### src/rtl/ps2_pkg.sv
// Shared types for the PS/2 mouse receive path: frame FSM states and decoded packet fields.
package ps2_pkg;
  localparam int PS2_DATA_BITS = 8;

  typedef enum logic [1:0] {IDLE, DATA, PARITY, STOP} frame_state_t;

  typedef struct packed {
    logic [2:0] btns;
    logic [8:0] dx;
    logic [8:0] dy;
    logic       x_ovf;
    logic       y_ovf;
  } mouse_pkt_t;

  // b0 carries buttons, the delta sign bits and the overflow flags.
  function automatic mouse_pkt_t decode_pkt(input logic [7:0] b0, input logic [7:0] b1,
                                            input logic [7:0] b2);
    mouse_pkt_t p;
    p.btns  = b0[2:0];
    p.dx    = {b0[4], b1};
    p.dy    = {b0[5], b2};
    p.x_ovf = b0[6];
    p.y_ovf = b0[7];
    return p;
  endfunction
endpackage

### src/rtl/ps2_mouse_rx_if.sv
// Decoded byte/packet/error outputs of the PS/2 mouse receiver.
interface ps2_mouse_rx_if;
  logic              byte_valid;
  logic [7:0]        byte_out;
  logic              packet_valid;
  logic              btn_left;
  logic              btn_right;
  logic              btn_middle;
  logic signed [8:0] dx;
  logic signed [8:0] dy;
  logic              x_ovf;
  logic              y_ovf;
  logic              frame_err;
  logic              sync_err;

  modport master (output byte_valid, byte_out, packet_valid, btn_left, btn_right, btn_middle,
                         dx, dy, x_ovf, y_ovf, frame_err, sync_err);
  modport slave  (input  byte_valid, byte_out, packet_valid, btn_left, btn_right, btn_middle,
                         dx, dy, x_ovf, y_ovf, frame_err, sync_err);
endinterface

### src/rtl/ps2_byte_rx.sv
// Synchronises raw PS/2 clock/data and deserialises 11-bit frames (start, 8 data, odd parity, stop).
module ps2_byte_rx
  import ps2_pkg::*;
#(
  parameter int SYNC_STAGES    = 2,
  parameter int TIMEOUT_CYCLES = 200_000
) (
  input  logic       clk_in,
  input  logic       rst_n_in,
  input  logic       ps2c_i,
  input  logic       ps2d_i,
  output logic       byte_valid_o,
  output logic [7:0] byte_o,
  output logic       frame_err_o
);
  localparam int CW = $clog2(TIMEOUT_CYCLES);
  localparam logic [CW-1:0] TMAX = CW'(TIMEOUT_CYCLES - 1);

  logic [SYNC_STAGES-1:0] c_sync_q, d_sync_q;
  logic                   ps2c_q;
  logic                   ps2c_s, ps2d_s, fall;

  // Idle-high reset values keep a spurious falling edge from appearing out of reset.
  always_ff @(posedge clk_in or negedge rst_n_in) begin
    if (!rst_n_in) begin
      c_sync_q <= '1;
      d_sync_q <= '1;
      ps2c_q   <= 1'b1;
    end else begin
      c_sync_q <= {c_sync_q[SYNC_STAGES-2:0], ps2c_i};
      d_sync_q <= {d_sync_q[SYNC_STAGES-2:0], ps2d_i};
      ps2c_q   <= ps2c_s;
    end
  end

  assign ps2c_s = c_sync_q[SYNC_STAGES-1];
  assign ps2d_s = d_sync_q[SYNC_STAGES-1];
  assign fall   = ps2c_q & ~ps2c_s;

  frame_state_t                   state_q, state_d;
  logic [2:0]                     bit_cnt_q, bit_cnt_d;
  logic [PS2_DATA_BITS-1:0]       shift_q, shift_d;
  logic                           perr_q, perr_d;
  logic [CW-1:0]                  idle_cnt_q, idle_cnt_d;
  logic [PS2_DATA_BITS-1:0]       byte_q, byte_d;
  logic                           bv_q, bv_d, fe_q, fe_d;

  always_ff @(posedge clk_in or negedge rst_n_in) begin
    if (!rst_n_in) begin
      state_q    <= IDLE;
      bit_cnt_q  <= '0;
      shift_q    <= '0;
      perr_q     <= 1'b0;
      idle_cnt_q <= '0;
      byte_q     <= '0;
      bv_q       <= 1'b0;
      fe_q       <= 1'b0;
    end else begin
      state_q    <= state_d;
      bit_cnt_q  <= bit_cnt_d;
      shift_q    <= shift_d;
      perr_q     <= perr_d;
      idle_cnt_q <= idle_cnt_d;
      byte_q     <= byte_d;
      bv_q       <= bv_d;
      fe_q       <= fe_d;
    end
  end

  always_comb begin
    state_d    = state_q;
    bit_cnt_d  = bit_cnt_q;
    shift_d    = shift_q;
    perr_d     = perr_q;
    byte_d     = byte_q;
    bv_d       = 1'b0;
    fe_d       = 1'b0;
    // Saturate so a long idle line never wraps back into a false count.
    idle_cnt_d = fall ? '0 : ((idle_cnt_q == TMAX) ? idle_cnt_q : idle_cnt_q + CW'(1));
    if (fall) begin
      unique case (state_q)
        IDLE: if (!ps2d_s) begin
          state_d   = DATA;
          bit_cnt_d = '0;
        end
        DATA: begin
          shift_d   = {ps2d_s, shift_q[PS2_DATA_BITS-1:1]};
          bit_cnt_d = bit_cnt_q + 3'd1;
          if (bit_cnt_q == 3'd7) state_d = PARITY;
        end
        PARITY: begin
          perr_d  = ~(^shift_q ^ ps2d_s);
          state_d = STOP;
        end
        STOP: begin
          if (ps2d_s && !perr_q) begin
            byte_d = shift_q;
            bv_d   = 1'b1;
          end else begin
            fe_d   = 1'b1;
          end
          state_d = IDLE;
        end
        default: state_d = IDLE;
      endcase
    end else if (state_q != IDLE && idle_cnt_q == TMAX) begin
      state_d = IDLE;
      fe_d    = 1'b1;
    end
  end

  assign byte_valid_o = bv_q;
  assign byte_o       = byte_q;
  assign frame_err_o  = fe_q;
endmodule

### src/rtl/ps2_mouse_rx.sv
// PS/2 mouse front end: byte receiver plus 3-byte packet assembler with one-cycle strobes.
module ps2_mouse_rx
  import ps2_pkg::*;
#(
  parameter int SYNC_STAGES    = 2,
  parameter int TIMEOUT_CYCLES = 200_000
) (
  input  logic          clk_in,
  input  logic          rst_n_in,
  input  logic          clk_ps2_raw,
  input  logic          ps2_data,
  ps2_mouse_rx_if.master mouse_o
);
  logic       bv, fe;
  logic [7:0] byte_w;

  ps2_byte_rx #(
    .SYNC_STAGES   (SYNC_STAGES),
    .TIMEOUT_CYCLES(TIMEOUT_CYCLES)
  ) u_byte_rx (
    .clk_in      (clk_in),
    .rst_n_in    (rst_n_in),
    .ps2c_i      (clk_ps2_raw),
    .ps2d_i      (ps2_data),
    .byte_valid_o(bv),
    .byte_o      (byte_w),
    .frame_err_o (fe)
  );

  logic [1:0] idx_q, idx_d;
  logic [7:0] b0_q, b0_d, b1_q, b1_d;
  mouse_pkt_t pkt_q, pkt_d;
  logic       pv_q, pv_d, se_q, se_d;

  always_ff @(posedge clk_in or negedge rst_n_in) begin
    if (!rst_n_in) begin
      idx_q <= '0;
      b0_q  <= '0;
      b1_q  <= '0;
      pkt_q <= '0;
      pv_q  <= 1'b0;
      se_q  <= 1'b0;
    end else begin
      idx_q <= idx_d;
      b0_q  <= b0_d;
      b1_q  <= b1_d;
      pkt_q <= pkt_d;
      pv_q  <= pv_d;
      se_q  <= se_d;
    end
  end

  always_comb begin
    idx_d = idx_q;
    b0_d  = b0_q;
    b1_d  = b1_q;
    pkt_d = pkt_q;
    pv_d  = 1'b0;
    se_d  = 1'b0;
    if (fe) begin
      idx_d = '0;
    end else if (bv) begin
      unique case (idx_q)
        2'd0: if (byte_w[3]) begin
          b0_d  = byte_w;
          idx_d = 2'd1;
        end else begin
          se_d  = 1'b1;
        end
        2'd1: begin
          b1_d  = byte_w;
          idx_d = 2'd2;
        end
        default: begin
          pkt_d = decode_pkt(b0_q, b1_q, byte_w);
          pv_d  = 1'b1;
          idx_d = '0;
        end
      endcase
    end
  end

  assign mouse_o.byte_valid   = bv;
  assign mouse_o.byte_out     = byte_w;
  assign mouse_o.frame_err    = fe;
  assign mouse_o.packet_valid = pv_q;
  assign mouse_o.sync_err     = se_q;
  assign mouse_o.btn_left     = pkt_q.btns[0];
  assign mouse_o.btn_right    = pkt_q.btns[1];
  assign mouse_o.btn_middle   = pkt_q.btns[2];
  assign mouse_o.dx           = pkt_q.dx;
  assign mouse_o.dy           = pkt_q.dy;
  assign mouse_o.x_ovf        = pkt_q.x_ovf;
  assign mouse_o.y_ovf        = pkt_q.y_ovf;
endmodule

### src/flat_wrapper.sv
// flat-port wrapper written by rule: the top's interface ports become plain ports
module ps2_mouse_rx_flat import ps2_pkg::*;
#(
  parameter int SYNC_STAGES    = 2,
  parameter int TIMEOUT_CYCLES = 200_000
)
  (clk_in, rst_n_in, clk_ps2_raw, ps2_data, mouse_o_byte_valid, mouse_o_byte_out, mouse_o_packet_valid, mouse_o_btn_left, mouse_o_btn_right, mouse_o_btn_middle, mouse_o_dx, mouse_o_dy, mouse_o_x_ovf, mouse_o_y_ovf, mouse_o_frame_err, mouse_o_sync_err);
  ps2_mouse_rx_if mouse_o_i ();
  input  logic clk_in;
  input  logic rst_n_in;
  input  logic clk_ps2_raw;
  input  logic ps2_data;
  output wire logic [$bits(mouse_o_i.byte_valid)-1:0] mouse_o_byte_valid;
  output wire logic [$bits(mouse_o_i.byte_out)-1:0] mouse_o_byte_out;
  output wire logic [$bits(mouse_o_i.packet_valid)-1:0] mouse_o_packet_valid;
  output wire logic [$bits(mouse_o_i.btn_left)-1:0] mouse_o_btn_left;
  output wire logic [$bits(mouse_o_i.btn_right)-1:0] mouse_o_btn_right;
  output wire logic [$bits(mouse_o_i.btn_middle)-1:0] mouse_o_btn_middle;
  output wire logic [$bits(mouse_o_i.dx)-1:0] mouse_o_dx;
  output wire logic [$bits(mouse_o_i.dy)-1:0] mouse_o_dy;
  output wire logic [$bits(mouse_o_i.x_ovf)-1:0] mouse_o_x_ovf;
  output wire logic [$bits(mouse_o_i.y_ovf)-1:0] mouse_o_y_ovf;
  output wire logic [$bits(mouse_o_i.frame_err)-1:0] mouse_o_frame_err;
  output wire logic [$bits(mouse_o_i.sync_err)-1:0] mouse_o_sync_err;
  assign mouse_o_byte_valid = mouse_o_i.byte_valid;
  assign mouse_o_byte_out = mouse_o_i.byte_out;
  assign mouse_o_packet_valid = mouse_o_i.packet_valid;
  assign mouse_o_btn_left = mouse_o_i.btn_left;
  assign mouse_o_btn_right = mouse_o_i.btn_right;
  assign mouse_o_btn_middle = mouse_o_i.btn_middle;
  assign mouse_o_dx = mouse_o_i.dx;
  assign mouse_o_dy = mouse_o_i.dy;
  assign mouse_o_x_ovf = mouse_o_i.x_ovf;
  assign mouse_o_y_ovf = mouse_o_i.y_ovf;
  assign mouse_o_frame_err = mouse_o_i.frame_err;
  assign mouse_o_sync_err = mouse_o_i.sync_err;
  ps2_mouse_rx #(.SYNC_STAGES(SYNC_STAGES), .TIMEOUT_CYCLES(TIMEOUT_CYCLES)) u_core (.clk_in(clk_in), .rst_n_in(rst_n_in), .clk_ps2_raw(clk_ps2_raw), .ps2_data(ps2_data), .mouse_o(mouse_o_i));
endmodule
### config.mk
export PLATFORM = sky130hd
export DESIGN_NAME = ps2_mouse_rx_flat
export DESIGN_NICKNAME = d
export VERILOG_FILES = /design/src/rtl/ps2_pkg.sv /design/src/rtl/ps2_mouse_rx_if.sv /design/src/rtl/ps2_byte_rx.sv /design/src/rtl/ps2_mouse_rx.sv /design/src/flat_wrapper.sv
export SDC_FILE = /design/constraint.sdc
export NUM_CORES = 1
export LEC_CHECK = 0
export BUFFER_PORTS_ARGS = -buffer_cell sky130_fd_sc_hd__buf_2
export CAP_MARGIN = 10
export CORE_AREA = 3 3 75 112
export CTS_CLUSTER_SIZE = 12
export DETAILED_ROUTE_END_ITERATION = 12
export DIE_AREA = 0 0 78 115
export PLACE_DENSITY = 0.78
export SYNTH_ARGS = -nofsm -noshare
export SYNTH_HDL_FRONTEND = slang
export SYNTH_SLANG_ARGS = --single-unit
export TNS_END_PERCENT = 50
### constraint.sdc
create_clock -name clk_in -period 1.52 [get_ports clk_in]
set_input_delay 0.076 -clock clk_in [delete_from_list [all_inputs] [get_ports clk_in]]
set_output_delay 0.076 -clock clk_in [all_outputs]
set_load 0.01 [all_outputs]
== After elaboration in Yosys (flattened, before gate mapping) ==
Index checks and enable logic that the tools add are counted.
Storage, ports and cells
  input port bits: 4
  flip-flop bits (word level): 90
  output and inout bits: 35
Cells by class
  bitwise operators: 6
  multiplexer cells: 27
  equality and inequality tests: 11
  $add $sub $neg: 2
  reductions and logical operators: 20
Operators by type and width (number)
  $mux W18: 2
  $add A18 B1 Y18 const B: 1
  $eq A18 B18 Y1 const B: 1
  $reduce_and A3 Y1: 5
  $mux W1: 14
  $mux W2: 7
  $ne A3 B3 Y1 const B: 3
  $pmux W2 S4: 1
  $reduce_bool A2 Y1: 4
  $reduce_xor A8 Y1: 1
  $pmux W3 S2: 1
  $reduce_and A2 Y1: 3
  $eq A2 B1 Y1 const B: 2
  $eq A2 B2 Y1 const B: 2
  $logic_not A2 Y1: 2
  $ne A2 B2 Y1 const B: 2
  $not A1 Y1: 4
  $pmux W2 S2: 1
  $reduce_and A4 Y1: 1
  $add A3 B1 Y3 const B: 1
  $eq A3 B3 Y1 const B: 1
  $mux W3: 1
  $logic_and A1 B1 Y1: 2
  $reduce_or A2 Y1: 1
  other kinds (3): 3

== Logic depth before layout (Yosys ltp) ==
Gate-level depths: netlist of the first run.
  depth in word-level cells: 5
  gate-level depth with buffers: 7

== Modules after synthesis ==
Synthesis of the first run repeated with hierarchy kept, for this count alone.
Second synthesis, totals
  cells, all modules: 290
  area total of the unflattened synthesis: 3727.3 sq um
Modules (own cells, without submodules)
  ps2_byte_rx: seq. area each 1182.4 sq um, instances 1, area an instance 2140.8 sq um, cells an instance 195
  ps2_mouse_rx: seq. area each 1051.0 sq um, instances 1, area an instance 1586.5 sq um, cells an instance 95

== Worst setup path after synthesis of the first run ==
Ideal clock, no wire load.
  path kind: reg2reg
  start point: register u_core.u_byte_rx.idle_cnt_q[0]
  end point: register u_core.u_byte_rx.idle_cnt_q[3]
  path slack: -79 ps
  arrival: 1521 ps
  cell stages (with the launch flop): 8
  buffers on the path: 1
  period minus slack after synthesis: 1599 ps
  setup time: 78 ps
  cell sequence: dfrtp_1 ha_1 nand2_1 nor2_1 and4_1 buf_4 or3_1 a21oi_1
Between the ends
  longest elaborated chain between the ends: 3
  elaborated cells between the ends (all ways): 5
RTL lines
  start, declared: RTL line ps2_byte_rx.sv:44  | logic [CW-1:0] idle_cnt_q, idle_cnt_d;
  start signal, assigned: RTL line ps2_byte_rx.sv:63  | idle_cnt_q <= idle_cnt_d;
  $add A18 B1 Y18: RTL line ps2_byte_rx.sv:79  | idle_cnt_d = fall ? '0 : ((idle_cnt_q == TMAX) ? idle_cnt_q : idle_cnt_q + CW'(1));
  $mux W18 (2 in a row): RTL line ps2_byte_rx.sv:79
Parallel ways exist; a longest one is shown, timed or not. The select of a mux whose other input is x is not followed.
A chain may end at the register's enable or synchronous reset.

== Final worst setup path of the first run ==
  start point: register u_core.u_byte_rx.idle_cnt_q[0]
  end point: register u_core.u_byte_rx.idle_cnt_q[11]
The elaborated chain is that of the path after synthesis.

==> results.yml, run 1 <==
setup_path:
  crit_type: "reg2reg"
  start_kind: "flip-flop"
  critPathMaxFanout: 5
  endpoint: "u_core.u_byte_rx.idle_cnt_q[11]"
  cp.required_ps: 1740
  r2r_end: "u_core.u_byte_rx.idle_cnt_q[11]"
  cp.arrival_ps: 1790
  r2r_start: "u_core.u_byte_rx.idle_cnt_q[0]"
  endpoint_kind: "flip-flop"
  ff2ff_path_depth: 6
  rrSetupSlack_ps: -60
  worstSetupStartpoint: "u_core.u_byte_rx.idle_cnt_q[0]"
floorplanning:
  rows: 39
  fp.coreArea_um2: 7612
  dieArea_um2: 8970
  io_pins: 39
  die_y_um: 115
  initial_core_util_pct: 48.59
  dieWidth_um: 78
sta:
  fmax_mhz: 634.0
  slew_violations: 0
  rsz0062_at_grt: "true"
  worstMarginPinSlew_ps: 339.4
  hold_viol_final: 0
  min_period_ps: 1577
  fin_skew_ps: 5.815
  finalCritPeriodShare_pct: 103.8
  setup_violations: 6
  max_slew_margin_pct: 77.38
  hold_slack_ps: 189.3
  fin_ws_ps: -57.24
grt:
  antenna_found_initial: 0
  grt.total_usage_pct: 16.87
  grt_max_degree: 67
  grt_overflow: 0
  grt_pass1_wl_um: 11900
  grt_pass1_vias: 2618
logic_synthesis:
  synth_edf_count: 0
  synth.avg_cell_area_um2: 11.35
  ys_ff_latch: 89
  ys_types: 43
  ys.flop_type: "dfrtp_1"
  synth_async_sr_flop_share_pct: 100.0
  syn_area_um2: 3699
  yosysSeqAreaShare_pct: 60.39
  synth_area_leaders: "dfrtp_1 (57%), mux2_2 (9.7%), nand2_1 (8.5%)"
  synth_top_area_share_pct: 56.83
  yosys.area.top_type: "dfrtp_1"
  syn-num-nets: 337
  ys_warn_count: 0
  syn_inst: 326
layout:
  stdcell_count: 517
  diodes: 0
  area_growth_syn_to_layout_pct: 27.00
  utilization_pct: 61.70
  mostFrequentLayoutCells: "dfrtp_1 (84), nand2_1 (82), buf_2 (37), buf_4 (37), mux2_2 (32)"
  drive_above_1_share_pct: 36.63
  nets: 422
  final_common_cell: "dfrtp_1"
detailed_routing:
  wl_um: 7081
  drtPass1Iterations: 4
  dr_wl_met3_um: 206
  route.detailed.drc: 0
  vias_per_cell: 5.103
  highest_layer: "met4"
  wl_per_cell_um: 13.70
  ant_nets: 0
  wl_met2_um: 3791
  vias: 2638
  m1WireLength_um: 2872
  dr.first_iter.drc_count: 97
power_and_ir_drop:
  power.leakage_uw: 0.002403
  powerDensity_nw_per_um2: 1277
  ir_worst_vdd_uv: 929.7
clocking:
  root_buffer: "clkbuf_16"
  clk_pin_slew_ps: 60
  clk_path_buf_depth: 2
  cts.sinks: 89
  clock_latency_ps: 330
  htree_levels: 3
  cts_buffers: 9
  cts_tree: "done"
place:
  place_ws_ps: -137.4
  io_buffer_count: 38
  gp_congestion: 0.8689
  numPlacedInstances: 496
  dp_hpwl_um: 4782
status:
  violations: "negative setup slack"
  status: "finished, violations left"
job:
  cap_violations: 0
worst_hold_path:
  min_path_type: "in2async"
metal layers:
metal / global-route usage, % / vias up
met3: 3.213 / 19
met5: 0 / -
met4: 8.518 / 0
met1: 18.63 / 1295
li1: - / 1268
met2: 30.72 / 56
report_power, final:
part / switching (uW) / internal [uW]
combinational: 545 / 623
sequential: 246 / 2620
clock: 866 / 1090
kinds of logic after synthesis:
group	Yosys count	share of synthesized area, %
buf+inv	15	1.658
simple gates	140	17.32
fa+ha+maj	7	2.368
flops	89	60.39
mux	33	10.01
xor+xnor	19	4.499
compound gates	23	3.756
area by class of cell:
class                           instances  area (um^2)
Sequential cell                        89         2233
Inverter                                7        26.28
Fill cell                             614         2915
Clock buffer                           10        229.0
Clock inverter                          5        33.78
Timing Repair Buffer                   81        555.5
Multi-Input combinational cell        223         1491
Tap cell                              102        127.6
synthesized netlist by cell type (2+ instances only):
library cell and instances:
ha_1 7, nor2b_1 2, nand2_1 84, mux2_2 32, xor2_1 7, nand2b_1 3
dfrtp_1 84, nor2_2 2, clkbuf_1 5, a21oi_1 8, or3_1 5, xnor2_1 12
nand3_1 5, a32o_1 2, inv_1 7, dfstp_2 5, nor4_1 2, nor2_1 17
o21ai_0 7, nor3_1 5, nand4_1 3
through the flow:
stage / total power, uW / instance area, um^2 / TNS, ps
after floorplan: 3604 / 3720 / -23.53
after global placement: 3982 / 4312 / -976.4
after detailed placement: 4029 / 4312 / -1172
after CTS: 6048 / 4647 / -167.0
after global routing: 6355 / 4697 / -1760
final: 5999 / 4697 / -271.3
worst max-delay path, stage by stage, from the launching register on:
cell and delay [ps]:
dfrtp_1 350, buf_4 120, nand3_2 90, or3_4 390, or3_1 330, xor2_1 130, nor2_1 50
worst min path at each step:
stage | start | endpoint | slack (ps) | depth (start not counted)
global placement | rst_n_in | u_core.mouse_o.btn_left | -6 | 1
global route | rst_n_in | u_core.mouse_o.btn_left | 210 | 2
finish | rst_n_in | u_core.b0_q[0] | 190 | 2
floorplan | rst_n_in | u_core.b0_q[0] | -220 | 0
detailed placement | rst_n_in | u_core.mouse_o.btn_left | -2 | 1
CTS | rst_n_in | u_core.mouse_o.btn_left | 180 | 2
repair_timing:
action,4_1_cts,5_1_grt
setup buffers,1,1
endpoints found under the hold margin,25,0
hold buffers,3,0
setup endpoints to repair,31,36
gates cloned,1,0
pin swaps,6,7
resized for setup,12,9
sequential cells by signal, indices dropped and copies added (netlist names), 3 cells and up:
| name | cells |
|---|---|
| u_core.u_byte_rx.idle_cnt_q | 18 |
| u_core.mouse_o.dx | 9 |
| u_core.mouse_o.dy | 9 |
| u_core.b1_q | 8 |
| u_core.u_byte_rx.byte_o | 8 |
| u_core.u_byte_rx.shift_q | 8 |
| u_core.b0_q | 7 |
| u_core.u_byte_rx.bit_cnt_q | 3 |
Power figures use the tool's default switching activity.
==> run 2: changes to the inputs <==
--- a/config.mk
+++ b/config.mk
@@ -5,13 +5,14 @@
 export SDC_FILE = /design/constraint.sdc
 export NUM_CORES = 1
 export LEC_CHECK = 0
+export ABC_AREA = 1
 export BUFFER_PORTS_ARGS = -buffer_cell sky130_fd_sc_hd__buf_2
 export CAP_MARGIN = 10
-export CORE_AREA = 3 3 75 112
+export CORE_AREA = 3 3 76 114
 export CTS_CLUSTER_SIZE = 12
 export DETAILED_ROUTE_END_ITERATION = 12
-export DIE_AREA = 0 0 78 115
-export PLACE_DENSITY = 0.78
+export DIE_AREA = 0 0 79 117
+export PLACE_DENSITY = 0.79
 export SYNTH_ARGS = -nofsm -noshare
 export SYNTH_HDL_FRONTEND = slang
 export SYNTH_SLANG_ARGS = --single-unit
==> run 2 against run 1 <==
The flow now finishes without violations. Die area grew 3.0%. First-iteration DRC count up 100%. Synthesized area increased by 4.6%. Sequential power fell by 7.3%. Combinational power is 41% lower. Utilization fell by 2.1 points. Final cell count up 15%. Register-to-register slack gained 150 ps. Clock skew grew 0.51 ps. Global-route usage up 1.5 points. Largest power group unchanged. Highest routed layer unchanged.
==> results.yml, run 2 <==
layout:
  drive_above_1_share_pct: 20.93
  postLayoutCellArea_um2: 4593
  area_growth_syn_to_layout_pct: 18.76
  regMostFlops: "u_core.u_byte_rx.idle_cnt_q"
  fillers: 645
  nets: 498
  utilization_pct: 59.57
  multi_input_area_um2: 1438
  mostFrequentLayoutCells: "nand2_1 (149), dfrtp_1 (84), o21ai_0 (42), inv_1 (37), buf_2 (37)"
  diodes: 0
  final_common_cell: "nand2_1"
  regArea_um2: 2233
  largest_reg_flops: 18
place:
  dp_hpwl_um: 5259
  io_buffer_count: 38
  placed_area_um2: 4222
  place_ws_ps: 37.90
  gp_congestion: 0.8605
clocking:
  cts.sinks: 89
  clock_latency_ps: 340
  root_buffer: "clkbuf_16"
  cts_buffers: 9
  clk_pin_slew_ps: 60
  htree_levels: 3
  clk_path_buf_depth: 2
  cts_tree: "done"
detailed_routing:
  vias_per_cell: 5.042
  vias: 2995
  wl_per_cell_um: 12.99
  ant_nets: 0
  route.detailed.drc: 0
  dr.first_iter.drc_count: 194
  wl_um: 7717
  drtPass1Iterations: 4
power_and_ir_drop:
  powerDensity_nw_per_um2: 1216
  total_power_uw: 5586
  power.leakage_uw: 0.002354
  ir_worst_vdd_uv: 785.0
sta:
  finalCritPeriodShare_pct: 93.91
  max_slew_margin_pct: 67.15
  min_period_ps: 1427
  worstMarginPinSlew_ps: 492.0
  hold_viol_final: 0
  fin_ws_ps: 92.59
  fmax_mhz: 700.6
  slew_violations: 0
  fin_skew_ps: 6.330
  setup_violations: 0
  rsz0062_at_grt: "true"
setup_path:
  worstPathCellList: "ha_2, nand3_4, nor2_4, nand2_2, inv_2, nand2_1, o21ai_0, a21oi_1"
  start_kind: "flip-flop"
  path_buf_inv: 1
  critPathSlowestCell: "dfrtp_1"
  crit_family: "simple AND/OR/NAND/NOR gates"
  cp.arrival_ps: 1650
  endpoint_kind: "flip-flop"
  cpPeakStageDelay_ps: 390
  crit_type: "reg2reg"
  cp.required_ps: 1740
  critPathMaxFanout: 4
logic_synthesis:
  yosys.area.top_type: "dfrtp_1"
  synth_async_sr_flop_share_pct: 100.0
  synth_area_leaders: "dfrtp_1 (54%), nand2_1 (15%), o21ai_0 (5.4%)"
  syn_inst: 433
  synth_top_area_share_pct: 54.35
  synth.avg_cell_area_um2: 8.932
  synth_edf_count: 0
  ys_warn_count: 0
  syn-num-nets: 444
  synth_common_cells: "nand2_1 (150), dfrtp_1 (84), o21ai_0 (42)"
  ys.flop_type: "dfrtp_1"
  ys_ff_latch: 89
  syn_area_um2: 3867
  yosysSeqAreaShare_pct: 57.75
  ys_types: 31
  yosysMostFrequentCell: "nand2_1"
status:
  status: "complete, no violations"
grt:
  grt_overflow: 0
  grt_max_degree: 36
  antenna_found_initial: 0
  grt_pass1_vias: 3054
  grt.total_usage_pct: 18.40
  grt_pass1_wl_um: 13340
job:
  cap_violations: 0
floorplanning:
  die_y_um: 117
  dieArea_um2: 9243
  fp.coreArea_um2: 7710
  initial_core_util_pct: 50.16
  rows: 39
  io_pins: 39
  dieWidth_um: 79
worst_hold_path:
  min_path_type: "in2async"
[run 2: changes by cell type in the layout (fill, tap and decap cells not counted), moves of 7 or more]
cell / previous run / this run
nand2_1: 82 / 149
o21ai_0: 5 / 42
mux2_2: 32 / 0
inv_1: 7 / 37
buf_4: 37 / 11
nand3_1: 4 / 16
xnor2_1: 12 / 1
o21ai_1: 1 / 11
inv_2: 0 / 7
[run 2: final timing paths]
check / startpoint / end / slack [ps] / cells after the start
min: rst_n_in / u_core.u_byte_rx.perr_q / 210 / 2
min in group clk_in: u_core.u_byte_rx.d_sync_q[0] / u_core.u_byte_rx.d_sync_q[1] / 360 / 0
max: u_core.u_byte_rx.idle_cnt_q[1] / u_core.u_byte_rx.idle_cnt_q[12] / 90 / 8
min reg2reg: u_core.u_byte_rx.d_sync_q[0] / u_core.u_byte_rx.d_sync_q[1] / 360 / 0
max in group asynchronous: rst_n_in / u_core.mouse_o.dy[1] / 650 / 3
max reg2reg: u_core.u_byte_rx.idle_cnt_q[1] / u_core.u_byte_rx.idle_cnt_q[12] / 90 / 8
[run 2: worst register-to-register path, delay by kind of cell (launching register included)]
kind | cells | cell delay (ps)
AOI/OAI and AO/OA | 2 | 210
adders and majority gates | 1 | 240
buffers and inverters | 1 | 80
DFF | 1 | 390
and+or+nand+nor | 4 | 400
[run 2: cell families (layout without fill, tap and decap cells)]
family | Yosys count | count (layout) | share of synthesized area, %
xor+xnor | 3 | 3 | 0.6795
flops | 89 | 89 | 57.75
simple gates | 210 | 210 | 24.10
fa+ha+maj | 7 | 7 | 2.265
buf+inv | 54 | 113 | 5.597
compound gates | 70 | 70 | 9.609
[run 2: power by group]
part / total, uW / internal, uW / switching (uW) / leakage (uW)
Sequential: 2660 / 2500 / 153 / 0.00122
Clock: 2240 / 1320 / 921 / 0.000145
Combinational: 688 / 253 / 435 / 0.000993
Total: 5590 / 4080 / 1510 / 0.00235
[run 2: timing repair]
item                                    in CTS  in global routing
hold buffers                                 3                  0
hold endpoints to repair                    32                  0
gates resized for setup                      0                  6
endpoints found under the setup margin       0                 15
buffers inserted                             0                  2
[run 2: routing by layer]
layer	wire [um]	up-vias	track usage (%)
li1	-	1484	-
met1	3184	1443	20.84
met5	0	-	0
met4	140	0	9.862
met3	304	11	3.752
met2	4087	57	32.51
[run 2: cell type report]
class,instances,area share [%]
Sequential cell,89,48.62
Multi-Input combinational cell,290,31.30
Timing Repair Buffer,52,6.919
Clock buffer,10,5.203
Inverter,45,3.705
Tap cell,102,2.779
Clock inverter,6,1.471
[run 2: metrics by stage]
| stage | setup TNS (ps) | hold slack, ps | instances |
|---|---|---|---|
| after floorplan | 0 | -219.6 | 433 |
| after global placement | 0 | 45.27 | 573 |
| after detailed placement | 0 | 46.59 | 573 |
| after CTS | 0 | 222.2 | 592 |
| after global routing | -2.932 | 245.3 | 594 |
| final | 0 | 208.4 | 594 |
==> run 3: changes to the inputs <==
--- a/config.mk
+++ b/config.mk
@@ -12,7 +12,7 @@
 export CTS_CLUSTER_SIZE = 12
 export DETAILED_ROUTE_END_ITERATION = 12
 export DIE_AREA = 0 0 79 117
-export PLACE_DENSITY = 0.79
+export PLACE_DENSITY = 0.71
 export SYNTH_ARGS = -nofsm -noshare
 export SYNTH_HDL_FRONTEND = slang
 export SYNTH_SLANG_ARGS = --single-unit
==> run 3 against run 2 <==
Combinational power fell by 2%. Setup slack better by 27 ps. Non-clock buffer count rose by 1. Critical path type unchanged. Highest routed layer unchanged.
==> results.yml, run 3 (same netlist as run 2, synthesis figures left out) <==
status:
  status: "complete, no violations"
clocking:
  clock_latency_ps: 340
  cts_buffers: 9
  root_buffer: "clkbuf_16"
  cts_tree: "done"
  cts.sinks: 89
  clk_pin_slew_ps: 60
  clk_path_buf_depth: 2
  htree_levels: 3
job:
  cap_violations: 0
setup_path:
  start_kind: "flip-flop"
  crit_type: "reg2reg"
  critPathMaxFanout: 7
  crit_top_cell: "nand2_1"
  endpoint_kind: "flip-flop"
  cp.arrival_ps: 1680
  worstPathCellList: "inv_1, nor2_4, inv_2, a21oi_4, o21ai_1, nand2_1, nand2_1, nand2_1"
  critPathSlowestCell: "dfstp_2"
  cp.required_ps: 1800
  rrSetupSlack_ps: 120
  cpPeakStageDelay_ps: 510
detailed_routing:
  drtPass1Iterations: 4
  ant_nets: 0
  wl_um: 7428
  vias: 2963
  dr.first_iter.drc_count: 144
  vias_per_cell: 4.988
  wl_per_cell_um: 12.51
  route.detailed.drc: 0
grt:
  grt.total_usage_pct: 17.79
  grt_overflow: 0
  antenna_found_initial: 0
  grt_pass1_vias: 2885
  grt_max_degree: 39
  grt_pass1_wl_um: 12750
power_and_ir_drop:
  powerDensity_nw_per_um2: 1168
  power.leakage_uw: 0.002347
  ir_worst_vdd_uv: 769.4
sta:
  fin_ws_ps: 119.4
  finalCritPeriodShare_pct: 92.14
  fmax_mhz: 714.0
  fin_skew_ps: 6.292
  worstMarginPinSlew_ps: 451.1
  tns_ps: 0
  min_period_ps: 1401
  max_slew_margin_pct: 69.93
  hold_slack_ps: 225.2
  setup_violations: 0
  slew_violations: 0
  hold_viol_final: 0
floorplanning:
  rows: 39
  dieArea_um2: 9243
  initial_core_util_pct: 50.16
  die_y_um: 117
  io_pins: 39
  fp.coreArea_um2: 7710
  dieWidth_um: 79
layout:
  final_common_cell: "nand2_1"
  largest_reg_flops: 18
  area_growth_syn_to_layout_pct: 18.47
  nets: 499
  drive_above_1_share_pct: 20.53
  diodes: 0
  regMostFlops: "u_core.u_byte_rx.idle_cnt_q"
  mostFrequentLayoutCells: "nand2_1 (149), dfrtp_1 (83), o21ai_0 (42), inv_1 (37), buf_2 (37)"
  fillers: 697
place:
  place_ws_ps: 62.74
  io_buffer_count: 38
  gp_congestion: 0.8458
  dp_hpwl_um: 5371
worst_hold_path:
  min_path_type: "in2async"
## run 3: final cells by class
cell class | instances | area [um^2] | area share (%)
well taps | 102 | 127.6 | 2.785
repair buffers | 53 | 337.8 | 7.373
clock inverters | 5 | 32.53 | 0.7100
clock buffers | 10 | 239.0 | 5.216
inverters | 45 | 170.2 | 3.714
flip-flops and latches | 89 | 2235 | 48.77
multi-input cells | 290 | 1440 | 31.43
## run 3: timing repair
| item | 4_1_cts | 5_1_grt |
|---|---|---|
| endpoints found under the setup margin | 0 | 10 |
| setup buffers | 0 | 2 |
| gates resized for setup | 0 | 5 |
| hold buffers | 3 | 0 |
| endpoints found under the hold margin | 32 | 0 |
## run 3: path summary, 6_finish.rpt
path,from,to,cells after the start
min in group clk_in,u_core.u_byte_rx.d_sync_q[0],u_core.u_byte_rx.d_sync_q[1],0
worst max-delay path,u_core.u_byte_rx.ps2c_q,u_core.u_byte_rx.state_q[0],8
worst max register to register,u_core.u_byte_rx.ps2c_q,u_core.u_byte_rx.state_q[0],8
worst min-delay path,rst_n_in,u_core.mouse_o.packet_valid,2
max in group asynchronous,rst_n_in,u_core.u_byte_rx.d_sync_q[0],3
worst min register to register,u_core.u_byte_rx.d_sync_q[0],u_core.u_byte_rx.d_sync_q[1],0
## run 3: metal layers
layer  routed length (um)  track usage (%)  up-vias
li1                     -                -     1489
met4                  169            8.028        0
met3                  287            4.824       12
met5                    0                0        -
met1                 3093            19.39     1413
met2                 3877            32.11       49
## run 3: worst max-delay path: cells and delay by family (launching register included)
kind,cells,cell delay [ps]
buffers and inverters,2,160
and+or+nand+nor,4,360
DFF,1,510
AOI/OAI and AO/OA,2,290
## run 3: metrics by stage
stage          std cells  util (%)  total power (uW)  area [um^2]
2_1_floorplan        433         -              3145         3867
3_3_place_gp         574     55.01              3301         4242
3_5_place_dp         574     55.01              3353         4242
4_1_cts              592     58.93              5378         4543
5_1_grt              594     59.43              5644         4582
6_report             594     59.43              5352         4582
## run 3: power breakdown
group / switching [uW] / total, uW / internal (uW)
combinational: 424 / 677 / 253
clock: 873 / 2010 / 1130
sequential: 161 / 2670 / 2510
total: 1460 / 5350 / 3890
